File: src/rtl/ntt_pair_gen.sv
// Butterfly index-pair and twiddle-index generator for an N-point Kyber-style NTT.
// Emits linear pairs, forward Cooley-Tukey order, or inverse Gentleman-Sande order.
module ntt_pair_gen #(
  parameter int LOG_N = 8,
  parameter int AW    = LOG_N,
  parameter int OUT_W = 3 * AW
) (
  input  logic             clk,
  input  logic             rst,
  input  logic             start,
  input  logic [1:0]       mode,
  input  logic             out_ready,
  output logic             out_valid,
  output logic [OUT_W-1:0] a,
  output logic [AW-1:0]    idx_a,
  output logic [AW-1:0]    idx_b,
  output logic [AW-2:0]    tw,
  output logic [AW-1:0]    stage,
  output logic             busy,
  output logic             done
);

  localparam int N    = 1 << LOG_N;
  localparam int HALF = N / 2;

  localparam logic [1:0] MODE_LIN = 2'd0;
  localparam logic [1:0] MODE_FWD = 2'd1;
  localparam logic [1:0] MODE_INV = 2'd2;

  typedef enum logic [1:0] {IDLE, RUN, FIN} state_t;

  state_t           state_q;
  logic [1:0]       mode_q;
  logic [AW-1:0]    b_q;
  logic [AW-1:0]    s_q;
  logic [OUT_W-1:0] word_q;
  logic             valid_q;
  logic             busy_q;
  logic             done_q;

  logic [1:0]       mode_eff;
  logic [AW-1:0]    s_first;
  logic             b_last;
  logic             s_last;
  logic             last_word;
  logic [AW-1:0]    b_nxt;
  logic [AW-1:0]    s_nxt;
  logic             xfer;

  // Packed word {idx_a, idx_b, tw} for butterfly b of stage s. Linear mode is the
  // same pair arithmetic with a span of 1, so idx_a = 2b and idx_b = 2b+1.
  function automatic logic [OUT_W-1:0] pair_word(input logic [1:0]    m,
                                                 input logic [AW-1:0] b,
                                                 input logic [AW-1:0] s);
    logic [AW-1:0] len_log;
    logic [AW-1:0] len;
    logic [AW-1:0] g;
    logic [AW-1:0] off;
    logic [AW-1:0] ia;
    logic [AW-1:0] ib;
    logic [AW-1:0] t;
    if (m == MODE_LIN) len_log = '0;
    else               len_log = AW'(LOG_N - 1) - s;
    len = AW'(1) << len_log;
    g   = b >> len_log;
    off = b & (len - AW'(1));
    ia  = (g << (len_log + AW'(1))) | off;
    ib  = ia + len;
    case (m)
      MODE_FWD: t = (AW'(1) << s) + g;
      MODE_INV: t = (AW'(1) << (s + AW'(1))) - AW'(1) - g;
      default:  t = '0;
    endcase
    return {ia, ib, 1'b0, t[AW-2:0]};
  endfunction

  always_comb begin
    mode_eff = (mode == 2'd3) ? MODE_LIN : mode;
    s_first  = (mode_eff == MODE_INV) ? AW'(LOG_N - 2) : '0;
    xfer     = valid_q && out_ready;
    b_last   = (b_q == AW'(HALF - 1));
    case (mode_q)
      MODE_FWD: s_last = (s_q == AW'(LOG_N - 2));
      MODE_INV: s_last = (s_q == '0);
      default:  s_last = 1'b1;
    endcase
    last_word = b_last && s_last;
    b_nxt     = b_last ? '0 : b_q + AW'(1);
    s_nxt     = s_q;
    if (b_last) begin
      case (mode_q)
        MODE_FWD: s_nxt = s_q + AW'(1);
        MODE_INV: s_nxt = s_q - AW'(1);
        default:  s_nxt = s_q;
      endcase
    end
  end

  always_ff @(posedge clk or posedge rst) begin
    if (rst) begin
      state_q <= IDLE;
      mode_q  <= MODE_LIN;
      b_q     <= '0;
      s_q     <= '0;
      word_q  <= '0;
      valid_q <= 1'b0;
      busy_q  <= 1'b0;
      done_q  <= 1'b0;
    end else begin
      case (state_q)
        IDLE: begin
          done_q <= 1'b0;
          if (start) begin
            mode_q  <= mode_eff;
            b_q     <= '0;
            s_q     <= s_first;
            busy_q  <= 1'b1;
            state_q <= RUN;
          end
        end
        // First RUN cycle primes the output register from the loaded counters;
        // afterwards each accepted word advances b (and s at a stage boundary).
        RUN: begin
          if (!valid_q) begin
            word_q  <= pair_word(mode_q, b_q, s_q);
            valid_q <= 1'b1;
          end else if (xfer) begin
            if (last_word) begin
              word_q  <= '0;
              b_q     <= '0;
              s_q     <= '0;
              valid_q <= 1'b0;
              busy_q  <= 1'b0;
              done_q  <= 1'b1;
              state_q <= FIN;
            end else begin
              b_q    <= b_nxt;
              s_q    <= s_nxt;
              word_q <= pair_word(mode_q, b_nxt, s_nxt);
            end
          end
        end
        FIN: begin
          done_q  <= 1'b0;
          state_q <= IDLE;
        end
        default: begin
          state_q <= IDLE;
          valid_q <= 1'b0;
          busy_q  <= 1'b0;
          done_q  <= 1'b0;
        end
      endcase
    end
  end

  assign out_valid = valid_q;
  assign a         = word_q;
  assign idx_a     = word_q[OUT_W-1 -: AW];
  assign idx_b     = word_q[2*AW-1 -: AW];
  assign tw        = word_q[AW-2:0];
  assign stage     = s_q;
  assign busy      = busy_q;
  assign done      = done_q;

endmodule

File: config.mk
export PLATFORM = sky130hd
export DESIGN_NAME = ntt_pair_gen
export DESIGN_NICKNAME = d
export VERILOG_FILES = /design/src/rtl/ntt_pair_gen.sv
export SDC_FILE = /design/constraint.sdc
export NUM_CORES = 1
export LEC_CHECK = 0
export CAP_MARGIN = 10
export CELL_PAD_IN_SITES_DETAIL_PLACEMENT = 1
export CELL_PAD_IN_SITES_GLOBAL_PLACEMENT = 1
export CORE_UTILIZATION = 48
export DETAILED_ROUTE_END_ITERATION = 10
export MAX_ROUTING_LAYER = met4
export PLACE_DENSITY_LB_ADDON = 0.1
export SYNTH_ARGS = -nofsm -noshare
export SYNTH_HDL_FRONTEND = slang
export SYNTH_SLANG_ARGS = --single-unit
File: constraint.sdc
create_clock -name clk -period 12.7 [get_ports clk]
set_clock_uncertainty 0.1 [all_clocks]
set_input_delay 1.905 -clock clk [delete_from_list [all_inputs] [get_ports clk]]
set_output_delay 1.905 -clock clk [all_outputs]
set_load 0.02 [all_outputs]
==> qor.yml, run 1 <==
worst_hold_path:
  hp-class: "reg2reg"
die:
  dieArea_sq_um: 15300
  start_util: 0.491
  die_y_um: 124
  die_x_um: 124
  rows: 44
  core_sq_um: 14500
  io_pins: 64
final_layout:
  syn_to_final_growth_pct: 8.68
  drive_gt1_frac: 0.0568
  nFillCells: 1820
  antenna_cells: 0
  fin_nets: 1015
  fin_area_sq_um: 7720
clock_network:
  hold_buffers: 0
  cts_buffer_depth: 2
  numCtsBuffers: 5
  h-tree-depth: 2
  post_cts_buffers: 0
  cts_tree: "yes"
  root_buffer: "clkbuf_16"
  post_cts_resized: 0
  cts.clk_slew.worst_paths_ns: 0.07
  clk_latency_ns: 0.30
  clock-sinks: 46
placement:
  dp_hpwl_um: 21800
  place_area_sq_um: 7580
  place_congestion: 0.965
  port_buffers: 62
synthesis:
  synth_area_leader_cell: "dfrtp_1"
  yosysSeqAreaShare: 0.162
  syn-cell-area_sq_um: 7100
  synth_top_area_share: 0.162
  syn_nets: 1022
  synthArstFlopShare: 1.00
  synth_ff_type: "dfrtp_1"
  netlist_instances: 956
  synth-edff-count: 0
  synth_commonest_cells: "nor2_1, nand2_1, a21oi_1"
  yosys_register_bits: 46
  synthTopCellsByArea: "dfrtp_1, ha_1, xnor2_1, a21oi_1, nor2_1"
  synth_cell_type_count: 95
  synthesis.area_per_instance_sq_um: 7.43
  yosysMostFrequentCell: "nor2_1"
  yosys_warnings: 0
outcome:
  run_status: "finished, final reports clean"
global_routing:
  grt_usage: 0.380
  grt_pass1_vias: 7559
  grt_first_pass_wirelength_um: 42700
  grt_max_degree: 47
  antenna_found_initial: 0
  grt_overflow: 0
route:
  drtIter0Drc: 718
  dr.pass1.iters: 5
  drt-total-wl_um: 28200
  wl_per_cell_um: 24.9
  vias: 7727
  routed_via_density: 6.81
  drc: 0
  ant_nets: 0
worst_setup_path:
  startpoint_type: "flop"
  cp_slowest_cell: "ha_1"
  required_ns: 12.77
  cp.arrival_ns: 7.19
  critPathKind: "reg2reg"
  crit_path_end_kind: "flop"
  cp_slowest_stage_delay_ns: 0.65
  cp_max_fo: 19
  cp_common_cell: "ha_1"
timing:
  tns_ns: 0
  post-route-period-util: 0.560
  max_clock_freq_mhz: 140
  rsz0062_at_grt: "false"
  tightest_slew_ns: 1.08
  setup_violations: 0
  slew_violations: 0
  period_minus_slack_ns: 7.12
  final-hold-violation-count: 0
  fin_hold_ws_ns: 0.409
  slew_headroom: 0.281
power:
  max-vdd-ir-drop_mv: 0.138
  p_per_area_nw_per_um2: 274
  cellLeakagePower_nw: 3.34
flow_run:
  max_cap_viol_count: 0
[cell families after synthesis]
group                    synth area share
AO/OA/AOI/OAI                       0.293
XOR/XNOR                           0.0666
adder cells (fa/ha/maj)             0.112
buffers and inverters              0.0974
flip-flops                          0.162
multiplexers                       0.0370
other                            0.000528
AND/OR/NAND/NOR                     0.232
[area by class of cell]
type / count / area (sq um) / area share
well taps: 184 / 230 / 0.0298
inverters: 69 / 259 / 0.0335
clock inverters: 2 / 13.8 / 0.00178
clock buffers: 6 / 129 / 0.0167
multi-input cells: 758 / 5270 / 0.682
repair buffers: 69 / 673 / 0.0872
flip-flops and latches: 46 / 1150 / 0.149
[layer usage]
metal	up-vias	share of wire	track usage
li1	3451	-	-
met1	3874	0.42	0.480
met3	78	0.069	0.0522
met5	-	0	-
met4	0	0.035	0.128
met2	324	0.47	0.622
[flip-flops by register name (all words and copies together) (netlist names)]
signal,cells
a,23
b_q,8
stage,8
mode_q,2
state_q,2
busy,1
done,1
out_valid,1
[placed cells by master (no fill, tap or decap), drive strengths merged, types with 9 or more instances in the layout]
| master | n |
|---|---|
| xnor2 | 38 |
| o21bai | 11 |
| a22oi | 11 |
| a21oi | 65 |
| a21o | 21 |
| dfrtp | 46 |
| a31oi | 11 |
| inv | 66 |
| a22o | 15 |
| nand2 | 81 |
| o21ai | 53 |
| nand3 | 36 |
| ha | 54 |
| and3 | 9 |
| clkdlybuf4s50 | 62 |
| nor3 | 35 |
| o21a | 11 |
| a211oi | 10 |
| mux2i | 15 |
| o22ai | 17 |
| nand2b | 12 |
| nor2 | 83 |
| nand4 | 10 |
| nor4 | 13 |
| xor2 | 16 |
[worst max-delay path: cells and delay by family, from the launching register on]
kind	cells	cell delay, ns
AOI/OAI and AO/OA	9	2.71
and+or+nand+nor	8	1.46
adders and majority gates	4	1.38
buffers and inverters	4	0.56
DFF	1	0.40
muxes	1	0.39
[report_power, final]
group	switching, W	internal (W)	total [W]
sequential	0.0000807	0.000193	0.000273
clock	0.0000650	0.0000734	0.000138
combinational	0.00106	0.000643	0.00170
total	0.00121	0.000909	0.00212
[metrics by stage]
step / utilization / std cells / setup WS [ns] / power (W)
CTS: 0.533 / 1134 / 5.67 / 0.00207
global placement: 0.523 / 1126 / 6.08 / 0.00187
global route: 0.533 / 1134 / 5.10 / 0.00224
finish: 0.533 / 1134 / 5.58 / 0.00212
floorplan: - / 956 / 6.70 / 0.00141
detailed placement: 0.523 / 1126 / 5.70 / 0.00192
[worst paths after layout]
path / from / endpoint / slack, ns / cells after the start
max: mode_q[1] / a[15] / 5.58 / 26
min: state_q[1] / state_q[0] / 0.41 / 1
max reg2reg: mode_q[1] / a[15] / 5.58 / 26
min reg2reg: state_q[1] / state_q[0] / 0.41 / 1
max in group asynchronous: rst / a[1] / 9.71 / 2
min in group asynchronous: rst / a[9] / 2.10 / 2
No activity file was read; power rests on OpenSTA's default activity.
==> run 2, diff against run 1 <==
--- a/config.mk
+++ b/config.mk
@@ -8,7 +8,7 @@
 export CAP_MARGIN = 10
 export CELL_PAD_IN_SITES_DETAIL_PLACEMENT = 1
 export CELL_PAD_IN_SITES_GLOBAL_PLACEMENT = 1
-export CORE_UTILIZATION = 48
+export CORE_UTILIZATION = 44
 export DETAILED_ROUTE_END_ITERATION = 10
 export MAX_ROUTING_LAYER = met4
 export PLACE_DENSITY_LB_ADDON = 0.1
==> constraint.sdc (replaced) <==
create_clock -name clk -period 6.7 [get_ports clk]
set_clock_uncertainty 0.1 [all_clocks]
set_input_delay 1.005 -clock clk [delete_from_list [all_inputs] [get_ports clk]]
set_output_delay 1.005 -clock clk [all_outputs]
set_load 0.02 [all_outputs]
==> run 2 against run 1 <==
  * Worst hold slack lost 0.0081 ns
  * Sequential power grew 68%
  * Setup slack lost 5.1 ns
  * Clock power grew 96%
  * Routed wire length grew 3.0%
  * Sequential share of layout area shrank 0.53 points
  * Critical path depth shrank 1
  * First-iteration DRC count shrank 35%
  * Register-to-register slack lost 5.1 ns
  * Die area grew 8.9%
==> qor.yml, run 2 (synthesis gave the netlist of run 1 again) <==
final_layout:
  syn_to_final_growth_pct: 12.9
  drive_gt1_frac: 0.0949  # +0.0381
  antenna_cells: 0  # unchanged
  fin_area_sq_um: 8020  # +3.9%
  fin_nets: 1045  # +3.0%
  largest_reg_flops: 23  # unchanged
  mostFrequentLayoutCell: "nor2_1"
  final_cell_mix: "nor2_1, nand2_1, a21oi_1"
clock_network:
  h-tree-depth: 2  # unchanged
  numCtsBuffers: 5  # unchanged
  clk_latency_ns: 0.31  # about the same
  clock-sinks: 46  # unchanged
  root_buffer: "clkbuf_16"
  cts.clk_slew.worst_paths_ns: 0.08  # about the same
  cts_buffer_depth: 2  # unchanged
  hold_buffers: 0  # unchanged
  cts_tree: "yes"
power:
  combPwrFrac: 0.820  # +0.015
  p_clk_frac: 0.067  # +0.002
  p_switching_w: 0.00227  # +88%
  p_per_area_nw_per_um2: 507  # +85%
  cellLeakagePower_nw: 3.49  # +4.2%
  max-vdd-ir-drop_mv: 0.225  # +63%
  pwr-share-seq: 0.113  # -0.016
  p_int_w: 0.00179  # +97%
  switching_share: 0.559  # -0.0115
route:
  drc: 0  # unchanged
  wl_per_cell_um: 24.3  # -2.4%
  vias: 7752  # +0.32%
  routed_via_density: 6.48  # -4.9%
  drt-total-wl_um: 29000  # +3.0%
  dr.pass1.iters: 5  # unchanged
  drtIter0Drc: 466  # -35%
  ant_nets: 0  # unchanged
flow_run:
  max_cap_viol_count: 0  # unchanged
placement:
  port_buffers: 62  # unchanged
  place_area_sq_um: 7840  # +3.4%
  dp_hpwl_um: 22700  # +4.0%
  place_congestion: 0.972  # +0.68%
worst_setup_path:
  required_ns: 6.78  # -5.99 ns
  cp_slowest_cell: "dfrtp_2"
  crit_path_end_kind: "flop"
  critPathKind: "reg2reg"
  cp_slowest_stage_delay_ns: 0.47  # -0.18 ns
  cp.arrival_ns: 6.35  # -0.84 ns
  startpoint_type: "flop"
  cp_max_fo: 10  # -9
timing:
  max_clock_freq_mhz: 160  # +14%
  final-hold-violation-count: 0  # unchanged
  slew_headroom: 0.263  # -0.0185
  setup_violations: 0  # unchanged
  rsz0062_at_grt: "false"
  post-route-period-util: 0.935  # +0.374
  period_minus_slack_ns: 6.26  # -0.855 ns
  tightest_slew_ns: 1.11  # +0.0293 ns
  slew_violations: 0  # unchanged
  fin_hold_ws_ns: 0.401  # -0.00806 ns
  tns_ns: 0  # unchanged
global_routing:
  grt_pass1_vias: 7944  # +5.1%
  grt_first_pass_wirelength_um: 45500  # +6.4%
  antenna_found_initial: 0  # unchanged
  grt_max_degree: 47  # unchanged
  grt_overflow: 0  # unchanged
  grt_usage: 0.370  # -0.0103
die:
  dieArea_sq_um: 16700  # +8.9%
  io_pins: 64  # unchanged
  core_sq_um: 15800  # +9.3%
  die_x_um: 129  # +4.4%
  start_util: 0.449  # -0.0418
  die_y_um: 129  # +4.4%
  rows: 46  # +4.5%
worst_hold_path:
  hp-class: "reg2reg"
outcome:
  run_status: "finished, final reports clean"
## run 2: cell types whose count changed in the layout (fill, tap and decap cells not counted), sizes merged
cell / delta
buf: +30
inv: +1
clkinv: -2
clkinvlp: +2
clkbuf: -1
## run 2: final cells by class
cell class,instances,area (sq um)
clock buffer,5,125
timing repair buffer,99,898
multi-input combinational,758,5290
sequential,46,1150
inverter,69,259
fill,1990,7800
clock inverter,3,23.8
tap,216,270
## run 2: power by group through the flow
stage / logic [W] / registers, W / clock network (W)
2_1_floorplan: 0.00215 / 0.000511 / 0
3_3_place_gp: 0.00313 / 0.000453 / 0
3_5_place_dp: 0.00323 / 0.000463 / 0
4_1_cts: 0.00325 / 0.000457 / 0.000273
5_1_grt: 0.00359 / 0.000471 / 0.000281
6_report: 0.00333 / 0.000460 / 0.000271
## run 2: stage by stage
| stage | setup WS [ns] | std cells | utilization | total power (W) |
|---|---|---|---|---|
| after detailed placement | 0.141 | 1187 | 0.495 | 0.00369 |
| after floorplan | 0.701 | 956 | - | 0.00266 |
| final | 0.437 | 1196 | 0.507 | 0.00406 |
| after global placement | 0.464 | 1187 | 0.495 | 0.00359 |
| after global routing | 0.0781 | 1196 | 0.507 | 0.00434 |
| after CTS | 0.116 | 1195 | 0.505 | 0.00398 |
## run 2: timing repair
item | CTS | global route
endpoints found under the hold margin | 0 | 0
setup endpoints to repair | 0 | 2
setup buffers | 0 | 1
resized for setup | 0 | 9
## run 2: routing by layer
| metal | track usage | vias up | routed length, um |
|---|---|---|---|
| met5 | - | - | 0 |
| met4 | 0.160 | 0 | 1140 |
| met3 | 0.0409 | 65 | 1770 |
| met2 | 0.610 | 316 | 13800 |
| met1 | 0.458 | 3845 | 12300 |
| li1 | - | 3526 | - |
## run 2: worst max-delay path, delay by kind of cell, from the launching register on
kind                       cells  cell delay [ns]
AOI/OAI and AO/OA             11             2.56
xor gates and xnor gates       1             0.17
adders and majority gates      4             1.09
buffers and inverters          2             0.23
DFF                            1             0.47
muxes                          1             0.36
and+or+nand+nor                6             1.13
## run 2: path summary, 6_finish.rpt
check                                 from          to  slack [ns]  cells after the start
worst min-delay path            state_q[1]  state_q[0]        0.40                      1
worst max register to register      b_q[1]       a[15]        0.44                     25
worst min register to register  state_q[1]  state_q[0]        0.40                      1
worst max-delay path                b_q[1]       a[15]        0.44                     25
min in group asynchronous              rst        a[9]        1.19                      2
max in group asynchronous              rst      b_q[0]        4.55                      2
==> run 3, diff against run 2 <==
--- a/config.mk
+++ b/config.mk
@@ -12,6 +12,7 @@
 export DETAILED_ROUTE_END_ITERATION = 10
 export MAX_ROUTING_LAYER = met4
 export PLACE_DENSITY_LB_ADDON = 0.1
+export SKIP_LAST_GASP = 1
 export SYNTH_ARGS = -nofsm -noshare
 export SYNTH_HDL_FRONTEND = slang
 export SYNTH_SLANG_ARGS = --single-unit
==> results of run 3 <==
No change in the layout: final DEF, timing and power equal those of run 2.
